[config.mk]
export PLATFORM = sky130hd
export DESIGN_NAME = axi4_b_buffer_err
export DESIGN_NICKNAME = d
export VERILOG_FILES = /design/src/rtl/axi4_b_buffer_err.sv
export SDC_FILE = /design/constraint.sdc
export NUM_CORES = 1
export LEC_CHECK = 0
export CAP_MARGIN = 20
export CORE_MARGIN = 8
export CORE_UTILIZATION = 50
export DETAILED_ROUTE_END_ITERATION = 12
export PLACE_DENSITY = 0.85
export SYNTH_ARGS = -nofsm -noshare
export SYNTH_HDL_FRONTEND = slang
export SYNTH_SLANG_ARGS = --single-unit
[constraint.sdc]
create_clock -name axi4_aclk -period 4.26 [get_ports axi4_aclk]
set_input_delay 0.852 -clock axi4_aclk [delete_from_list [all_inputs] [get_ports axi4_aclk]]
set_output_delay 0.852 -clock axi4_aclk [all_outputs]
set_load 0.05 [all_outputs]
[src/rtl/axi4_b_buffer_err.sv]
// AXI4 B-channel response buffer with an error-injection port.
// Upstream responses and injected error responses are merged into one in-order FIFO.
module axi4_b_buffer_err #(
    parameter int unsigned AXI_ID_WIDTH   = 4,
    parameter int unsigned AXI_USER_WIDTH = 4,
    parameter int unsigned BUFFER_DEPTH   = 4,
    parameter int unsigned AFULL_THRESH   = 3,
    parameter logic [1:0]  ERR_RESP       = 2'b10,
    localparam int unsigned CNT_W         = $clog2(BUFFER_DEPTH + 1)
) (
    input  logic                      axi4_aclk,
    input  logic                      axi4_arstn,

    input  logic [AXI_ID_WIDTH-1:0]   m_axi4_bid,
    input  logic [1:0]                m_axi4_bresp,
    input  logic [AXI_USER_WIDTH-1:0] m_axi4_buser,
    input  logic                      m_axi4_bvalid,
    output logic                      m_axi4_bready,

    input  logic                      inj_valid,
    output logic                      inj_ready,
    input  logic [AXI_ID_WIDTH-1:0]   inj_id,
    input  logic [AXI_USER_WIDTH-1:0] inj_user,

    output logic [AXI_ID_WIDTH-1:0]   s_axi4_bid,
    output logic [1:0]                s_axi4_bresp,
    output logic [AXI_USER_WIDTH-1:0] s_axi4_buser,
    output logic                      s_axi4_bvalid,
    input  logic                      s_axi4_bready,

    output logic [CNT_W-1:0]          fill_o,
    output logic                      afull_o
);

    localparam int unsigned PTR_W = $clog2(BUFFER_DEPTH);
    localparam logic [PTR_W-1:0] PTR_LAST  = PTR_W'(BUFFER_DEPTH - 1);
    localparam logic [CNT_W-1:0] CNT_FULL  = CNT_W'(BUFFER_DEPTH);
    localparam logic [CNT_W-1:0] CNT_AFULL = CNT_W'(AFULL_THRESH);

    typedef struct packed {
        logic [AXI_USER_WIDTH-1:0] user;
        logic [AXI_ID_WIDTH-1:0]   id;
        logic [1:0]                resp;
    } entry_t;

    entry_t           mem_q [BUFFER_DEPTH];
    logic [PTR_W-1:0] wr_ptr_q, wr_ptr_d;
    logic [PTR_W-1:0] rd_ptr_q, rd_ptr_d;
    logic [CNT_W-1:0] count_q, count_d;
    logic             prio_q, prio_d;
    logic             afull_q, afull_d;

    logic   full;
    logic   push_up;
    logic   push_inj;
    logic   push;
    logic   pop;
    entry_t wr_entry;
    entry_t rd_entry;

    function automatic logic [PTR_W-1:0] ptr_inc(input logic [PTR_W-1:0] p);
        return (p == PTR_LAST) ? '0 : p + PTR_W'(1);
    endfunction

    always_comb begin
        full     = (count_q == CNT_FULL);
        // Readies are gated by reset so both stay low while the block is held in reset.
        m_axi4_bready = axi4_arstn && !full && (!inj_valid || !prio_q);
        inj_ready     = axi4_arstn && !full && (!m_axi4_bvalid || prio_q);

        push_up  = m_axi4_bvalid && m_axi4_bready;
        push_inj = inj_valid && inj_ready;
        push     = push_up || push_inj;
        pop      = (count_q != '0) && s_axi4_bready;

        wr_entry = push_inj ? entry_t'{user: inj_user, id: inj_id, resp: ERR_RESP}
                            : entry_t'{user: m_axi4_buser, id: m_axi4_bid, resp: m_axi4_bresp};

        wr_ptr_d = push ? ptr_inc(wr_ptr_q) : wr_ptr_q;
        rd_ptr_d = pop  ? ptr_inc(rd_ptr_q) : rd_ptr_q;

        count_d = count_q;
        case ({push, pop})
            2'b10:   count_d = count_q + CNT_W'(1);
            2'b01:   count_d = count_q - CNT_W'(1);
            default: count_d = count_q;
        endcase

        prio_d = prio_q;
        if (m_axi4_bvalid && inj_valid && !full) begin
            prio_d = ~prio_q;
        end

        afull_d = (count_d >= CNT_AFULL);
    end

    always_ff @(posedge axi4_aclk or negedge axi4_arstn) begin
        if (!axi4_arstn) begin
            wr_ptr_q <= '0;
            rd_ptr_q <= '0;
            count_q  <= '0;
            prio_q   <= 1'b0;
            afull_q  <= 1'b0;
        end else begin
            wr_ptr_q <= wr_ptr_d;
            rd_ptr_q <= rd_ptr_d;
            count_q  <= count_d;
            prio_q   <= prio_d;
            afull_q  <= afull_d;
        end
    end

    // Storage is not reset; occupancy alone decides what is valid.
    always_ff @(posedge axi4_aclk) begin
        if (push) begin
            mem_q[wr_ptr_q] <= wr_entry;
        end
    end

    assign rd_entry      = mem_q[rd_ptr_q];
    assign s_axi4_bid    = rd_entry.id;
    assign s_axi4_bresp  = rd_entry.resp;
    assign s_axi4_buser  = rd_entry.user;
    assign s_axi4_bvalid = (count_q != '0);
    assign fill_o        = count_q;
    assign afull_o       = afull_q;

endmodule

==> results of run 1 <==
## worst register-to-register path: stages (launching register included)
cell and delay, ns:
dfrtp_1 0.45, nor3b_2 0.21, nor2_1 0.36, inv_1 0.11, ha_1 0.26, fa_1 0.39, xnor2_1 0.25, a2bb2oi_1 0.22
o211ai_1 0.10
## area by class of cell
class,instances,area [um2],share of cell area
clock buffers,6,72.57,0.02745
clock inverters,2,15.01,0.005679
inverters,5,18.77,0.007099
multi-input cells,60,658.1,0.2489
flip-flops and latches,49,1426,0.5395
well taps,50,62.56,0.02366
repair buffers,39,390.4,0.1477
## stage by stage
| step | area (um2) | util | power, W | worst slack (ns) |
|---|---|---|---|---|
| 5_1_grt | 2644 | 0.6562 | 0.002021 | 0.4996 |
| 6_report | 2644 | 0.6562 | 0.001922 | 0.6634 |
| 3_5_place_dp | 2556 | 0.6345 | 0.001679 | 0.6276 |
| 4_1_cts | 2644 | 0.6562 | 0.001941 | 0.6165 |
| 3_3_place_gp | 2556 | 0.6345 | 0.001651 | 0.7150 |
| 2_1_floorplan | 2112 | - | 0.001395 | 1.540 |
## per-layer routing
layer | track usage | vias up | routed length, um
li1 | - | 530 | -
met1 | 0.1293 | 589 | 1476
met2 | 0.2213 | 38 | 1950
met3 | 0.04967 | 4 | 288
met4 | 0.05357 | 0 | 59
met5 | 0 | - | 0
## cell usage after synthesis (all sizes together) (2+ instances only)
library cell  instances  area share
mux2                 13       0.069
nor2                  4      0.0071
o21ai                 2      0.0047
edfxtp               40        0.57
mux4                 10        0.11
or3                   2      0.0059
nand3                 2      0.0047
inv                   5      0.0089
and2                  4       0.012
xnor2                 3       0.012
ha                    6       0.036
nand2                 4      0.0071
dfrtp                 9        0.11
nor2b                 2      0.0059
## registers in the layout, summed over array words and instances (netlist names)
signal,flops
rd_ptr_q,2
mem_q,40
wr_ptr_q,2
afull_o,1
fill_o,3
prio_q,1
## cells by family (layout without fill, tap and decap cells)
family / after synthesis / in the layout
mux: 23 / 23
buf+inv: 7 / 52
simple gates: 22 / 22
xor+xnor: 3 / 3
flops: 49 / 49
compound gates: 5 / 5
fa+ha+maj: 7 / 7
## worst max-delay path by stage
stage	depth (start not counted)	slack (ns)	to	from
6_report	4	0.66	m_axi4_bready	axi4_arstn
5_1_grt	4	0.50	inj_ready	axi4_arstn
4_1_cts	4	0.62	m_axi4_bready	axi4_arstn
3_5_place_dp	4	0.63	m_axi4_bready	axi4_arstn
3_3_place_gp	4	0.72	m_axi4_bready	axi4_arstn
2_1_floorplan	8	1.54	afull_o	fill_o[0]
## power by group
part | total (W) | switching (W) | internal (W)
clock network | 0.000257 | 0.000142 | 0.000116
registers | 0.000755 | 0.000115 | 0.000641
logic | 0.000909 | 0.000529 | 0.000380
total | 0.00192 | 0.000785 | 0.00114
==> impl_metrics.csv, run 1 <==
group,metric,value,unit
worst_setup_path,endpoint_kind,"output pin",
logic_synthesis,synth_enable_flop_cells,40,
timing,maxClockFrequency,0.2780,GHz
clock_tree,insertion_delay,0.29,ns
die,ioPinCount,40,
final_layout,post_route_cells_drive_above_1_share,0.2112,
die,dieHeight,80.99,um
route,totalWireLength,3.774,mm
route,drt_first_iter_violations,20,
logic_synthesis,post_synth_adder_cell_area,0.04502,
worst_setup_path,path_cells,"clkdlybuf4s50_1 -> nand2_1 -> a21oi_1 -> clkdlybuf4s50_1",
worst_setup_path,worstPathRequired,3.41,ns
placement,numPlacedInstances,203,
logic_synthesis,synthMuxAreaShare,0.1759,
placement,place.port_buffers,39,
worst_setup_path,path_class,"in2out",
route,via_per_inst,5.502,
worst_setup_path,critical_path.max_fanout,12,
final_layout,area_delta_synth_final,25.18,%
clock_tree,tritoncts,"done",
grt,grtUsageTotal,0.1254,
worst_setup_path,worst_r2r_setup_slack,1.78,ns
clock_tree,cts-hold-fix-buffers,0,
placement,hpwl,2.680,mm
clock_tree,clock_path_buffers,2,
power_and_ir_drop,p_per_area,726.9,mW/mm2
die,row_count,23,
grt,first_global_vias,1272,
worst_setup_path,critical_path.startpoint_type,"primary input",
final_layout,final_common_cell,"edfxtp_1",
clock_tree,postCtsSetupRepairBufs,0,
final_layout,most-common-layout-cells,"edfxtp_1, clkdlybuf4s50_1, mux2_2, mux4_2, dfrtp_1",
clock_tree,cts_made_buffers,5,
grt,grt_antenna_before_repair,0,
timing,finalHoldViolCount,0,
grt,grt_max_degree,16,
flow_run,cap_viol_max_count,0,
die,initial_utilization,0.5242,
final_layout,filler_cell_count,294,
logic_synthesis,yosysUniqueCellTypes,24,
route,drt_first_pass_iters,4,
logic_synthesis,ys_seq_elements,49,
die,core,0.004029,mm2
worst_setup_path,cp_num_buf_inv,2,
worst_setup_path,crit_slowest_cell,"clkdlybuf4s50_1",
logic_synthesis,synth.yosys.seq_area_share,0.6754,
worst_hold_path,worst_hold_path.num_cells,1,
power_and_ir_drop,leak,0.9231,nW
worst_hold_path,holdPathEnd,"prio_q",
logic_synthesis,synth.cell_area,0.002112,mm2
worst_setup_path,critical_path.reg2reg.endpoint,"afull_o",
final_layout,antennaDiodeCount,0,
timing,timing.final.setup_violations,0,
worst_setup_path,crit_family,"buffers and inverters",
logic_synthesis,synth_area_in_xor_xnor,0.01244,
logic_synthesis,syn_area_per_cell,18.21,um2
outcome,outcome,"finished clean",
timing,worst_slew_margin_rel,0.5246,
clock_tree,root_buffer,"clkbuf_8",
route,antenna_left,0,
timing,setup_tns,0,ns
clock_tree,path_clk_slew,0.08,ns
logic_synthesis,synth.net_count,146,
worst_setup_path,crit_path_frequent_cell,"clkdlybuf4s50_1",
timing,period_needed,3.597,ns
logic_synthesis,yosys_warnings,0,
final_layout,layout.nets,190,
worst_hold_path,tightest_hold_check_type,"reg2reg",
logic_synthesis,syn-instance-count,116,
route,drcViolationCount,0,
final_layout,final_cells,211,
worst_setup_path,cp.arrival,2.74,ns
placement,final_replace_weighted_congestion,0.7230,
timing,finClkSkew,0.002074,ns
route,route.vias.total,1161,
power_and_ir_drop,vdd_drop_max,0.5851,mV
grt,overflow,0,
timing,grt_setup_unrepaired,"no",
worst_setup_path,startpoint_of_the_most_critical_register_to_register_path,"fill_o[2]",
logic_synthesis,simple_gate_share_of_the_synthesized_area,0.06339,
clock_tree,cts_htree_levels,2,
logic_synthesis,synth-compound-area-share,0.01481,
clock_tree,tritoncts_num_sinks,49,
die,die_area,0.006559,mm2
worst_hold_path,hold_path.startpoint,"prio_q",
timing,hold_slack,0.5064,ns
worst_setup_path,critical-path-max-stage-delay,0.82,ns
worst_setup_path,r2r_cells,8,
clock_tree,cts-resized-gates,0,
timing,tightestPinTransition,0.7131,ns
die,fp.dieW,80.99,um
timing,slew_viol_final,0,
grt,grt_first_pass_wirelength,6.016,mm
route,wire_per_inst,17.89,um
logic_synthesis,synthFlopType,"edfxtp_1",
timing,layout_worst_path_cycle_share,0.8443,
logic_synthesis,synth_async_reset_ratio,0.1837,
logic_synthesis,combinational_family_with_the_most_area_after_synthesis,"multiplexers",
Note: power is estimated with default switching activity, not from simulation.
==> inputs of run 2 (changes only) <==
- clock period: 4.26 -> 3.4 ns (I/O delays scaled with it)
==> run 2 against run 1 <==
Against the previous run:
- global-route usage increased by 0.094 points
- cell area grew 0.99%
- first-iteration DRC count is 140% higher
- via count fell by 1.4%
- worst hold slack got worse by 0.0028 ns
- clock skew is 0.0070 ns higher
- largest power group unchanged
- cell count increased by 0.47%
- register-to-register slack worse by 0.79 ns
- critical endpoint is now s_axi4_buser[2]
- clock-buffer cell count unchanged
- flip-flop and latch count stayed put
==> impl_metrics.csv, run 2 (synthesis results as in run 1) <==
group,metric,value,unit
outcome,outcome,"finished clean",
final_layout,largest_reg_flops,40,
grt,overflow,0,
clock_tree,tritoncts,"done",
die,dieHeight,80.99,um
clock_tree,clock_path_buffers,2,
die,ioPinCount,40,
placement,numPlacedInstances,204,
timing,maxClockFrequency,0.3254,GHz
timing,layout_worst_path_cycle_share,0.9040,
timing,period_needed,3.074,ns
final_layout,multi_input_area,658.1,um2
worst_setup_path,startpoint_of_the_most_critical_register_to_register_path,"fill_o[0]",
worst_setup_path,worstPathRequired,2.72,ns
clock_tree,cts-resized-gates,0,
worst_setup_path,path_class,"reg2out",
route,antenna_left,0,
grt,first_global_vias,1275,
worst_setup_path,critical_path.max_fanout,13,
final_layout,layout.nets,191,
route,totalWireLength,3.870,mm
grt,grt_antenna_before_repair,0,
die,die_area,0.006559,mm2
worst_hold_path,holdPathEnd,"prio_q",
final_layout,largest_register,"mem_q",
route,drcViolationCount,0,
flow_run,cap_viol_max_count,0,
timing,tightestPinTransition,0.6786,ns
timing,slew_viol_final,0,
clock_tree,postCtsSetupRepairBufs,0,
final_layout,final_cells,212,
die,fp.dieW,80.99,um
timing,grt_setup_unrepaired,"no",
clock_tree,cts_htree_levels,2,
worst_setup_path,critical_path.reg2reg.endpoint,"afull_o",
final_layout,antennaDiodeCount,0,
worst_setup_path,cp.arrival,2.39,ns
placement,place.port_buffers,39,
route,wire_per_inst,18.25,um
die,row_count,23,
power_and_ir_drop,p_per_area,929.9,mW/mm2
clock_tree,cts_made_buffers,5,
timing,worst_slew_margin_rel,0.5476,
clock_tree,tritoncts_num_sinks,49,
route,via_per_inst,5.401,
placement,final_replace_weighted_congestion,0.6820,
route,drt_first_iter_violations,48,
clock_tree,insertion_delay,0.30,ns
grt,grtUsageTotal,0.1263,
final_layout,register_area,0.001426,mm2
route,drt_first_pass_iters,4,
timing,timing.final.setup_violations,0,
route,route.vias.total,1145,
clock_tree,path_clk_slew,0.09,ns
final_layout,area_delta_synth_final,26.42,%
worst_setup_path,endpoint_kind,"output pin",
worst_hold_path,worst_hold_path.num_cells,1,
die,core,0.004029,mm2
timing,finClkSkew,0.009091,ns
final_layout,post_route_cells_drive_above_1_share,0.2284,
final_layout,final_common_cell,"edfxtp_1",
worst_setup_path,r2r_cells,8,
final_layout,most-common-layout-cells,"edfxtp_1, clkdlybuf4s50_1, mux2_2, mux4_2, dfrtp_1",
final_layout,filler_cell_count,280,
worst_hold_path,tightest_hold_check_type,"reg2reg",
grt,grt_max_degree,16,
worst_setup_path,critical_path.startpoint_type,"flop",
clock_tree,cts-hold-fix-buffers,0,
clock_tree,root_buffer,"clkbuf_8",
power_and_ir_drop,total_power,0.002483,W
power_and_ir_drop,leak,0.9485,nW
placement,hpwl,2.837,mm
grt,grt_first_pass_wirelength,6.203,mm
timing,setup_tns,0,ns
worst_setup_path,worst_r2r_setup_slack,0.99,ns
worst_hold_path,hold_path.startpoint,"prio_q",
power_and_ir_drop,vdd_drop_max,0.6415,mV
final_layout,final_core_utilization,0.6627,
die,initial_utilization,0.5242,
timing,finalHoldViolCount,0,
==> run 2: worst max-delay path, cell delays in order, from the launching register on <==
cell and delay (ns):
dfrtp_1 0.78, mux4_2 0.60, clkdlybuf4s50_1 0.72
==> run 2: report_power, final <==
part           switching, W  internal, W  leakage (nW)  total (W)
registers          0.000143     0.000803         0.471   0.000947
logic              0.000662     0.000472         0.422    0.00113
clock network      0.000181     0.000221        0.0554   0.000402
total              0.000987      0.00150         0.948    0.00248
==> run 2: layout make-up <==
cell class / count / share of cell area
inverters: 5 / 0.007029
multi-input cells: 60 / 0.2465
flip-flops and latches: 49 / 0.5342
clock inverters: 2 / 0.01453
well taps: 50 / 0.02343
repair buffers: 40 / 0.1471
clock buffers: 6 / 0.02718
==> run 2: per-layer routing <==
layer / global-route usage / routed length [um]
met4: 0.04286 / 21
met2: 0.2269 / 2018
met5: 0 / 0
met3: 0.03974 / 288
met1: 0.1377 / 1541
==> run 2: worst max path at each step <==
| stage | startpoint | endpoint | slack [ns] | cells after the start |
|---|---|---|---|---|
| after floorplan | fill_o[0] | afull_o | 0.68 | 8 |
| after global placement | inj_valid | afull_o | 0.55 | 9 |
| after detailed placement | inj_valid | afull_o | 0.42 | 9 |
| after CTS | rd_ptr_q[0] | s_axi4_buser[2] | 0.25 | 2 |
| after global routing | rd_ptr_q[0] | s_axi4_buser[0] | 0.19 | 2 |
| final | rd_ptr_q[0] | s_axi4_buser[2] | 0.33 | 2 |
==> run 2: metrics by stage <==
step                      cell area [um2]  hold slack [ns]  worst slack, ns
after global routing                 2670           0.5642           0.1855
after detailed placement             2559           0.5002           0.4182
final                                2670           0.5036           0.3264
after global placement               2559           0.4900           0.5535
after floorplan                      2112           0.3844           0.6802
after CTS                            2670           0.5123           0.2520
